File: config.mk
export PLATFORM = sky130hd
export DESIGN_NAME = matmul2x2_seq
export DESIGN_NICKNAME = d
export VERILOG_FILES = /design/src/rtl/matmul2x2_seq.sv
export SDC_FILE = /design/constraint.sdc
export NUM_CORES = 1
export LEC_CHECK = 0
export ABC_AREA = 1
export CAP_MARGIN = 15
export CORE_UTILIZATION = 30
export CTS_CLUSTER_SIZE = 16
export DETAILED_ROUTE_END_ITERATION = 10
export GPL_TIMING_DRIVEN = 0
export PLACE_DENSITY = 0.62
export SYNTH_ARGS = -nofsm -noshare
export SYNTH_HDL_FRONTEND = slang
export SYNTH_SLANG_ARGS = --single-unit
File: constraint.sdc
create_clock -name clk -period 4.43 [get_ports clk]
set_input_delay 0.443 -clock clk [delete_from_list [all_inputs] [get_ports clk]]
set_output_delay 0.443 -clock clk [all_outputs]
set_load 0.1 [all_outputs]
File: src/rtl/matmul2x2_seq.sv
// Sequential 2x2 unsigned matrix multiplier C = A x B sharing one multiplier.
// Each result element takes a two-cycle multiply-accumulate; elements are produced in row-major order.
module matmul2x2_seq #(
    parameter int DATA_W = 4,
    parameter int RES_W  = 2*DATA_W+1
) (
    input  logic              clk,
    input  logic              nRST,
    input  logic              active,
    input  logic [DATA_W-1:0] A00,
    input  logic [DATA_W-1:0] A01,
    input  logic [DATA_W-1:0] A10,
    input  logic [DATA_W-1:0] A11,
    input  logic [DATA_W-1:0] B00,
    input  logic [DATA_W-1:0] B01,
    input  logic [DATA_W-1:0] B10,
    input  logic [DATA_W-1:0] B11,
    output logic [RES_W-1:0]  C00,
    output logic [RES_W-1:0]  C01,
    output logic [RES_W-1:0]  C10,
    output logic [RES_W-1:0]  C11,
    output logic              busy,
    output logic              done,
    output logic              valid
);

    typedef enum logic [1:0] {IDLE, MUL0, MUL1, DONE} state_t;

    state_t              state, state_nx;
    logic                active_q;
    logic                start;
    logic [DATA_W-1:0]   a_s [4];
    logic [DATA_W-1:0]   b_s [4];
    logic [1:0]          idx;
    logic [RES_W-1:0]    acc;
    logic [RES_W-1:0]    c_r [4];
    logic                k_sel;
    logic [DATA_W-1:0]   op_a;
    logic [DATA_W-1:0]   op_b;
    logic [2*DATA_W-1:0] prod;

    function automatic logic [RES_W-1:0] widen(input logic [2*DATA_W-1:0] p);
        return {{(RES_W-2*DATA_W){1'b0}}, p};
    endfunction

    assign start = active & ~active_q;

    // Operand select: MUL0 uses A[i][0]*B[0][j], MUL1 uses A[i][1]*B[1][j]
    assign k_sel = (state == MUL1);
    assign op_a  = a_s[{idx[1], k_sel}];
    assign op_b  = b_s[{k_sel, idx[0]}];
    assign prod  = {{DATA_W{1'b0}}, op_a} * {{DATA_W{1'b0}}, op_b};

    always_ff @(posedge clk or negedge nRST) begin
        if (!nRST) begin
            state    <= IDLE;
            active_q <= 1'b0;
        end else begin
            state    <= state_nx;
            active_q <= active;
        end
    end

    always_comb begin
        state_nx = state;
        case (state)
            IDLE:    if (start) state_nx = MUL0;
            MUL0:    state_nx = MUL1;
            MUL1:    state_nx = (idx == 2'd3) ? DONE : MUL0;
            DONE:    state_nx = IDLE;
            default: state_nx = IDLE;
        endcase
    end

    always_comb begin
        busy = (state == MUL0) || (state == MUL1);
        done = (state == DONE);
    end

    always_ff @(posedge clk or negedge nRST) begin
        if (!nRST) begin
            idx   <= 2'd0;
            acc   <= '0;
            valid <= 1'b0;
            for (int k = 0; k < 4; k++) begin
                a_s[k] <= '0;
                b_s[k] <= '0;
                c_r[k] <= '0;
            end
        end else begin
            case (state)
                IDLE: begin
                    if (start) begin
                        a_s[0] <= A00;
                        a_s[1] <= A01;
                        a_s[2] <= A10;
                        a_s[3] <= A11;
                        b_s[0] <= B00;
                        b_s[1] <= B01;
                        b_s[2] <= B10;
                        b_s[3] <= B11;
                        idx    <= 2'd0;
                        valid  <= 1'b0;
                    end
                end
                MUL0: acc <= widen(prod);
                MUL1: begin
                    c_r[idx] <= acc + widen(prod);
                    if (idx == 2'd3) valid <= 1'b1;
                    else             idx   <= idx + 2'd1;
                end
                default: ;
            endcase
        end
    end

    assign C00 = c_r[0];
    assign C01 = c_r[1];
    assign C10 = c_r[2];
    assign C11 = c_r[3];

endmodule

==> results of run 1 <==
[worst max-delay path by stage]
stage / startpoint / endpoint / slack [ps] / cells past startpoint
6_report: state[1]$_DFFE_PN0P_ / C00[4]$_DFFE_PN0P_ / 280 / 18
5_1_grt: state[0]$_DFFE_PN0P_ / C10[7]$_DFFE_PN0P_ / -30 / 22
4_1_cts: state[0]$_DFFE_PN0P_ / C01[7]$_DFFE_PN0P_ / 3 / 23
3_5_place_dp: state[0]$_DFFE_PN0P_ / C01[7]$_DFFE_PN0P_ / -390 / 22
3_3_place_gp: state[0]$_DFFE_PN0P_ / C01[7]$_DFFE_PN0P_ / -340 / 22
2_1_floorplan: state[0]$_DFFE_PN0P_ / C00[7]$_DFFE_PN0P_ / 160 / 22
[flip-flops by register name (all words and copies together), names as in the netlist]
signal / flops
a_s: 16
b_s: 16
C00: 9
C01: 9
C10: 9
C11: 9
acc: 8
idx: 2
state: 2
active_q: 1
valid: 1
[cells in the mapped netlist]
| cell type | n |
|---|---|
| nand2_1 | 146 |
| dfrtp_1 | 82 |
| inv_1 | 50 |
| nor2_1 | 33 |
| ha_1 | 29 |
| a21oi_1 | 25 |
| o21ai_0 | 24 |
| nand3_1 | 22 |
| mux2_2 | 17 |
| o211ai_1 | 8 |
| fa_1 | 5 |
| buf_2 | 4 |
| buf_4 | 3 |
| inv_2 | 3 |
| o21ai_1 | 3 |
| xnor2_1 | 3 |
| xor2_1 | 3 |
| a21oi_2 | 2 |
| buf_6 | 2 |
| clkbuf_1 | 2 |
| clkinv_1 | 2 |
| nor3_1 | 2 |
| a31oi_1 | 1 |
| and2_1 | 1 |
| buf_1 | 1 |
| mux2_1 | 1 |
| nand3_4 | 1 |
| nand3b_1 | 1 |
| nand4_1 | 1 |
| o22a_2 | 1 |
| o22ai_1 | 1 |
| or2_2 | 1 |
[area by class of cell]
type	count	area, µm²	area share
multi-input cells	331	1990	0.353
plain buffers	12	76.3	0.0135
clock buffers	11	243	0.0430
repair buffers	79	786	0.139
flip-flops and latches	82	2050	0.364
inverters	55	206	0.0366
well taps	180	225	0.0399
clock inverters	5	63.8	0.0113
[routing by layer]
metal / vias to the layer above / wire length (µm)
li1: 1714 / -
met2: 97 / 4590
met3: 10 / 552
met5: - / 0
met4: 0 / 95
met1: 1649 / 4530
[logic make-up (layout without fill, tap and decap cells)]
family | count (synthesis) | count (layout)
multiplexers | 18 | 18
adder cells (fa/ha/maj) | 34 | 34
flip-flops | 82 | 82
buffers and inverters | 67 | 162
AO/OA/AOI/OAI | 65 | 65
AND/OR/NAND/NOR | 208 | 208
XOR/XNOR | 6 | 6
[critical path, delay by kind of cell, from the launching register on]
kind	cells	cell delay, ps
AND/OR/NAND/NOR	6	580
adder cells (fa/ha/maj)	5	2070
AO/OA/AOI/OAI	1	100
flip-flops	1	440
XOR/XNOR	1	420
buffers and inverters	5	460
[through the flow]
step	hold slack [ps]	cells
after floorplan	147	480
after global placement	461	733
after detailed placement	465	734
after CTS	106	752
after global routing	136	755
final	91.0	755
[timing repair]
item / in CTS / in global routing
pin swaps: 3 / 7
resized for setup: 6 / 11
setup endpoints to repair: 20 / 20
buffers inserted: 2 / 3
==> results.tsv, run 1 <==
stage	metric	value	unit
route	ant_nets	0	
worst_setup_path	cp_slowest_stage_delay	550	ps
grt	grt_antenna_before_repair	0	
place	post-place-ws	-391	ps
cells_and_area	nets	639	
worst_setup_path	timing.critical_path.slowest_stage_cell	fa_1	
worst_setup_path	crit_type	flip-flop to flip-flop	
cts	clk_lat_worst_skew	340	ps
worst_setup_path	timing.critical_path.arrival	4430	ps
yosys	synth_compound_gate_area_share	0.0848	
yosys	synth_top_family_by_area	simple AND/OR/NAND/NOR gates	
yosys	distinct_cell_type_count_after_synthesis	32	
yosys	yosysWarnings	0	
cells_and_area	fraction_of_final_layout_cells_with_drive_strength_greater_than_1	0.123	
yosys	proportion_of_synthesized_chip_area_in_sequential_cells	0.483	
route	route.detailed.vias_per_inst	4.60	
timing	finalWorstSetupSlack	276	ps
yosys	synth_seq_cells	82	
worst_setup_path	r2r-start	state[1]$_DFFE_PN0P_	
worst_setup_path	worst_path_most_repeated_cell	nand2_1	
timing	rsz0062_at_grt	yes	
route	drt-pass1-iter-count	4	
floorplanning	initial_core_util	0.307	
place	io_buffers	73	
floorplanning	floorplan.die_area	14600	µm²
yosys	synth_largest_area_cell	dfrtp_1	
grt	global_route.usage.met1	0.186	
cells_and_area	final_core_util	0.408	
floorplanning	die-width	121	µm
grt	busiest_layer	met2	
cts	cts_buffer_count	9	
floorplanning	die_h	121	µm
grt	via_count_of_the_first_global_routing_pass	3382	
route	detailedRoute.firstIterationViolations	248	
route	totalWireLength	9770	µm
worst_setup_path	setup.reg_to_reg.worst_slack	280	ps
cts	htree_levels	3	
yosys	syn_inst	480	
cts	cts_tree	done	
timing	fmaxAchievable	0.241	GHz
floorplanning	design.core.area	13800	µm²
timing	fin_crit	4150	ps
timing	maxSlewViolCount	0	
cts	cts_root_buffer	clkbuf_16	
floorplanning	rows	43	
timing	worstMarginPinSlew	986	ps
cts	clk_pin_slew	60	ps
worst_setup_path	cp-start-kind	flip-flop	
place	dpl_cell_area	5220	µm²
grt	met2_usage	0.231	
route	wl_per_cell	12.9	µm
grt	grt_pass1_wl	16500	µm
yosys	yosysTopAreaCellShare	0.483	
timing	min_period_over_period	0.938	
timing	fin_tns_setup	0	ps
cts	cts.sinks	82	
place	dp_hpwl	7540	µm
job	maxCapViolations	0	
cells_and_area	final_common_cell	nand2_1	
timing	headroom_to_the_max_slew_limit	0.341	
yosys	synth_top_area_cells	dfrtp_1 48%, nand2_1 13%, ha_1 8.5%	
worst_setup_path	worst_setup_path_end_kind	flip-flop	
place	finalWeightedCongestion	0.864	
yosys	synth_xor_xnor_area_share	0.0124	
cells_and_area	antenna_cells_inserted	0	
cts	post_cts_hold_buffer_count	0	
worst_setup_path	critical_path.cell_chain	ha_4 > inv_2 > buf_6 > o211ai_1 > nand2_1 > nand2_1 > fa_1 > inv_1 > fa_1 > inv_1 > fa_2 > inv_1 > ha_4 > or2_2 > nand2_1 > xnor2_1 > nand2_1 > nand2_1	
yosys	synth.net_count	549	
grt	global_route.usage.met3	0.0442	
cells_and_area	post-route-cell-area	5650	µm²
status	status	finished, final reports clean	
yosys	synth_simple_gate_area_frac	0.197	
cells_and_area	fillers	1339	
cts	max-clock-path-buffers	2	
yosys	synth.avg_cell_area	8.85	µm²
timing	final_hold_violation_count	0	
yosys	mappedNetlistArea	4250	µm²
grt	globalRouteOverflowTotal	0	
timing	fin_worst_skew	7.51	ps
route	drcViolationCount	0	
hold_path	worst_hold_path_type	input port to asynchronous set/reset pin	
grt	grtUsageTotal	0.144	
grt	grt_start_max_net_pins	45	
worst_setup_path	crit-reg2reg-capture	C00[4]$_DFFE_PN0P_	
floorplanning	top_level_ports	74	
worst_setup_path	reg2regPathDepth	18	
route	vias	3470	
yosys	fraction_of_the_mapped_netlist_area_in_adder_cells	0.109	
worst_setup_path	wp_data_required	4710	ps
yosys	synth.mux.area_fraction	0.0477	
cells_and_area	final_cell_mix	144 x nand2_1, 81 x dfrtp_1, 72 x clkdlybuf4s50_1	
cells_and_area	areaGrowthSynthToFinish	32.9	%
worst_setup_path	path_max_fanout	10	
timing	setup_violations	0	
Power of run 1 is left out: the tool's default activity adds up to more than one toggle a clock period on the data nets, which glitch-free logic cannot reach.
==> run 2: changes to the inputs <==
SLEW_MARGIN = 20   (was default)
==> results of run 2 <==
The final DEF is identical to that of run 1; final timing and power are the same.
Power of run 2 is left out for the same reason.
==> run 3: changes to the inputs <==
CORE_MARGIN = 2   (was default)
==> run 3 against run 2 <==
Compared with the run above:
- sequential share of layout area decreased by 0.48 points
- non-clock buffer count rose by 4
- largest cell class unchanged
- final area increased by 1.3%
- die area increased by 3.3%
- register-to-register slack worse by 40 ps
- critical path type unchanged
- setup slack worse by 45 ps
==> results.tsv, run 3 (synthesis results as in run 1) <==
stage	metric	value	unit	change
job	maxCapViolations	0		unchanged
grt	grt_antenna_before_repair	0		unchanged
grt	via_count_of_the_first_global_routing_pass	3560		was 3382
grt	grtUsageTotal	0.142		was 0.144
worst_setup_path	crit-reg2reg-capture	C00[6]$_DFFE_PN0P_		was C00[4]$_DFFE_PN0P_
place	post-place-cells	734		unchanged
worst_setup_path	cp-start-kind	flip-flop		unchanged
timing	finalWorstSetupSlack	231	ps	was 276 ps
place	finalWeightedCongestion	0.865		was 0.864
cts	htree_levels	3		unchanged
cells_and_area	final_common_cell	nand2_1		unchanged
cts	cts_tree	done		unchanged
route	route.detailed.vias_per_inst	4.59		was 4.60
cells_and_area	area_taken_by_multi_input_logic_gates	1980	µm²	was 1990 µm²
floorplanning	top_level_ports	74		unchanged
timing	holdWs	89.2	ps	was 91.0 ps
timing	fmaxAchievable	0.238	GHz	was 0.241 GHz
timing	worstMarginPinSlew	996	ps	was 986 ps
cts	clk_pin_slew	60	ps	about the same
cts	cts_root_buffer	clkbuf_16		unchanged
timing	fin_worst_skew	5.01	ps	was 7.51 ps
cells_and_area	area.sequential	2050	µm²	unchanged
floorplanning	design.core.area	13900	µm²	was 13800 µm²
cts	clk_lat_worst_skew	330	ps	was 340 ps
route	wl_per_cell	13.4	µm	was 12.9 µm
grt	globalRouteOverflowTotal	0		unchanged
cells_and_area	fraction_of_final_layout_cells_with_drive_strength_greater_than_1	0.133		was 0.123
worst_setup_path	path_max_fanout	8		was 10
place	io_buffers	73		unchanged
floorplanning	floorplan.die_area	15100	µm²	was 14600 µm²
floorplanning	initial_core_util	0.306		was 0.307
cts	max-clock-path-buffers	2		unchanged
worst_setup_path	setup.reg_to_reg.worst_slack	230	ps	was 280 ps
route	vias	3482		was 3470
grt	grt_start_max_net_pins	43		was 45
worst_setup_path	wp_data_required	4650	ps	was 4710 ps
status	status	finished, final reports clean		unchanged
cts	cts.sinks	82		unchanged
cts	cts_buffer_count	9		unchanged
worst_setup_path	crit_type	flip-flop to flip-flop		unchanged
route	detailedRoute.firstIterationViolations	157		was 248
floorplanning	die_h	123	µm	was 121 µm
worst_setup_path	r2r-start	state[0]$_DFFE_PN0P_		was state[1]$_DFFE_PN0P_
worst_setup_path	worst_setup_path_end_kind	flip-flop		unchanged
timing	maxSlewViolCount	0		unchanged
cells_and_area	nets	643		was 639
cells_and_area	largest_regs	a_s (16), b_s (16)		unchanged
worst_setup_path	timing.critical_path.arrival	4420	ps	was 4430 ps
route	drcViolationCount	0		unchanged
worst_setup_path	critical_path.startpoint	state[0]$_DFFE_PN0P_		was state[1]$_DFFE_PN0P_
place	post-place-ws	-492	ps	was -391 ps
cells_and_area	final_core_util	0.412		was 0.408
cells_and_area	final-instance-count-excl-fill	759		was 755
timing	final_hold_violation_count	0		unchanged
floorplanning	die-width	123	µm	was 121 µm
floorplanning	rows	43		unchanged
timing	headroom_to_the_max_slew_limit	0.334		was 0.341
cells_and_area	fillers	1380		was 1339
cells_and_area	areaGrowthSynthToFinish	34.6	%	was 32.9%
worst_setup_path	reg2regPathDepth	20		was 18
route	totalWireLength	10100	µm	was 9770 µm
grt	grt_pass1_wl	16900	µm	was 16500 µm
cells_and_area	final_cell_mix	141 x nand2_1, 81 x dfrtp_1, 72 x clkdlybuf4s50_1		was 144 x nand2_1, 81 x dfrtp_1, 72 x clkdlybuf4s50_1
timing	fin_crit	4200	ps	was 4150 ps
timing	setup_violations	0		unchanged
route	drt-pass1-iter-count	4		unchanged
timing	min_period_over_period	0.948		was 0.938
cells_and_area	antenna_cells_inserted	0		unchanged
hold_path	worst_hold_path_type	input port to asynchronous set/reset pin		unchanged
place	dp_hpwl	7650	µm	was 7540 µm
route	ant_nets	0		unchanged
run 3: changes by cell type in the layout (fill, tap and decap cells not counted), sizes merged:
| cell | before | now |
|---|---|---|
| buf | 17 | 20 |
| bufinv | 1 | 2 |
run 3: what timing repair did:
item | in CTS | in global routing
cloned | 0 | 1
hold buffers | 0 | 0
setup buffers | 2 | 6
pin swaps | 3 | 10
setup endpoints to repair | 20 | 20
resized for setup | 8 | 16
run 3: routing by layer:
metal | GRT usage | part of all wire | vias to the layer above
li1 | - | - | 1725
met1 | 0.189 | 0.48 | 1661
met2 | 0.233 | 0.47 | 89
met3 | 0.0355 | 0.050 | 7
met4 | 0.0376 | 0.0077 | 0
met5 | 0 | 0 | -
run 3: final cells by class:
cell class	count	share of cell area
buffer	12	0.0147
clock buffer	10	0.0418
sequential	82	0.359
tap	180	0.0394
clock inverter	6	0.0157
multi-input combinational	331	0.347
timing repair buffer	83	0.146
inverter	55	0.0370
run 3: metrics by stage:
stage	area [µm²]	setup TNS [ps]
6_report	5720	0
5_1_grt	5720	-107
4_1_cts	5590	0
3_5_place_dp	5220	-5060
3_3_place_gp	5200	-5050
2_1_floorplan	4250	0
run 3: worst max-delay path by stage:
stage,slack [ps],endpoint,cells after the start
CTS,3,C00[7]$_DFFE_PN0P_,23
floorplan,160,C00[7]$_DFFE_PN0P_,22
global route,-40,C01[7]$_DFFE_PN0P_,20
finish,230,C00[6]$_DFFE_PN0P_,20
global placement,-340,C01[7]$_DFFE_PN0P_,22
detailed placement,-490,C00[7]$_DFFE_PN0P_,22
run 3: worst max-delay path, stage by stage (launching register included):
cell and delay [ps]:
dfrtp_1 390, inv_2 110, ha_4 190, inv_6 60
buf_8 130, a21oi_2 90, o21ai_1 80, nand2_2 100
nand2_2 60, fa_1 530, inv_1 50, fa_1 530
inv_1 60, fa_2 520, inv_1 40, ha_1 300
or2_2 290, nand3_1 120, nand3b_1 200, nand3_1 150
nand2_1 60
Power of run 3 is left out for the same reason.
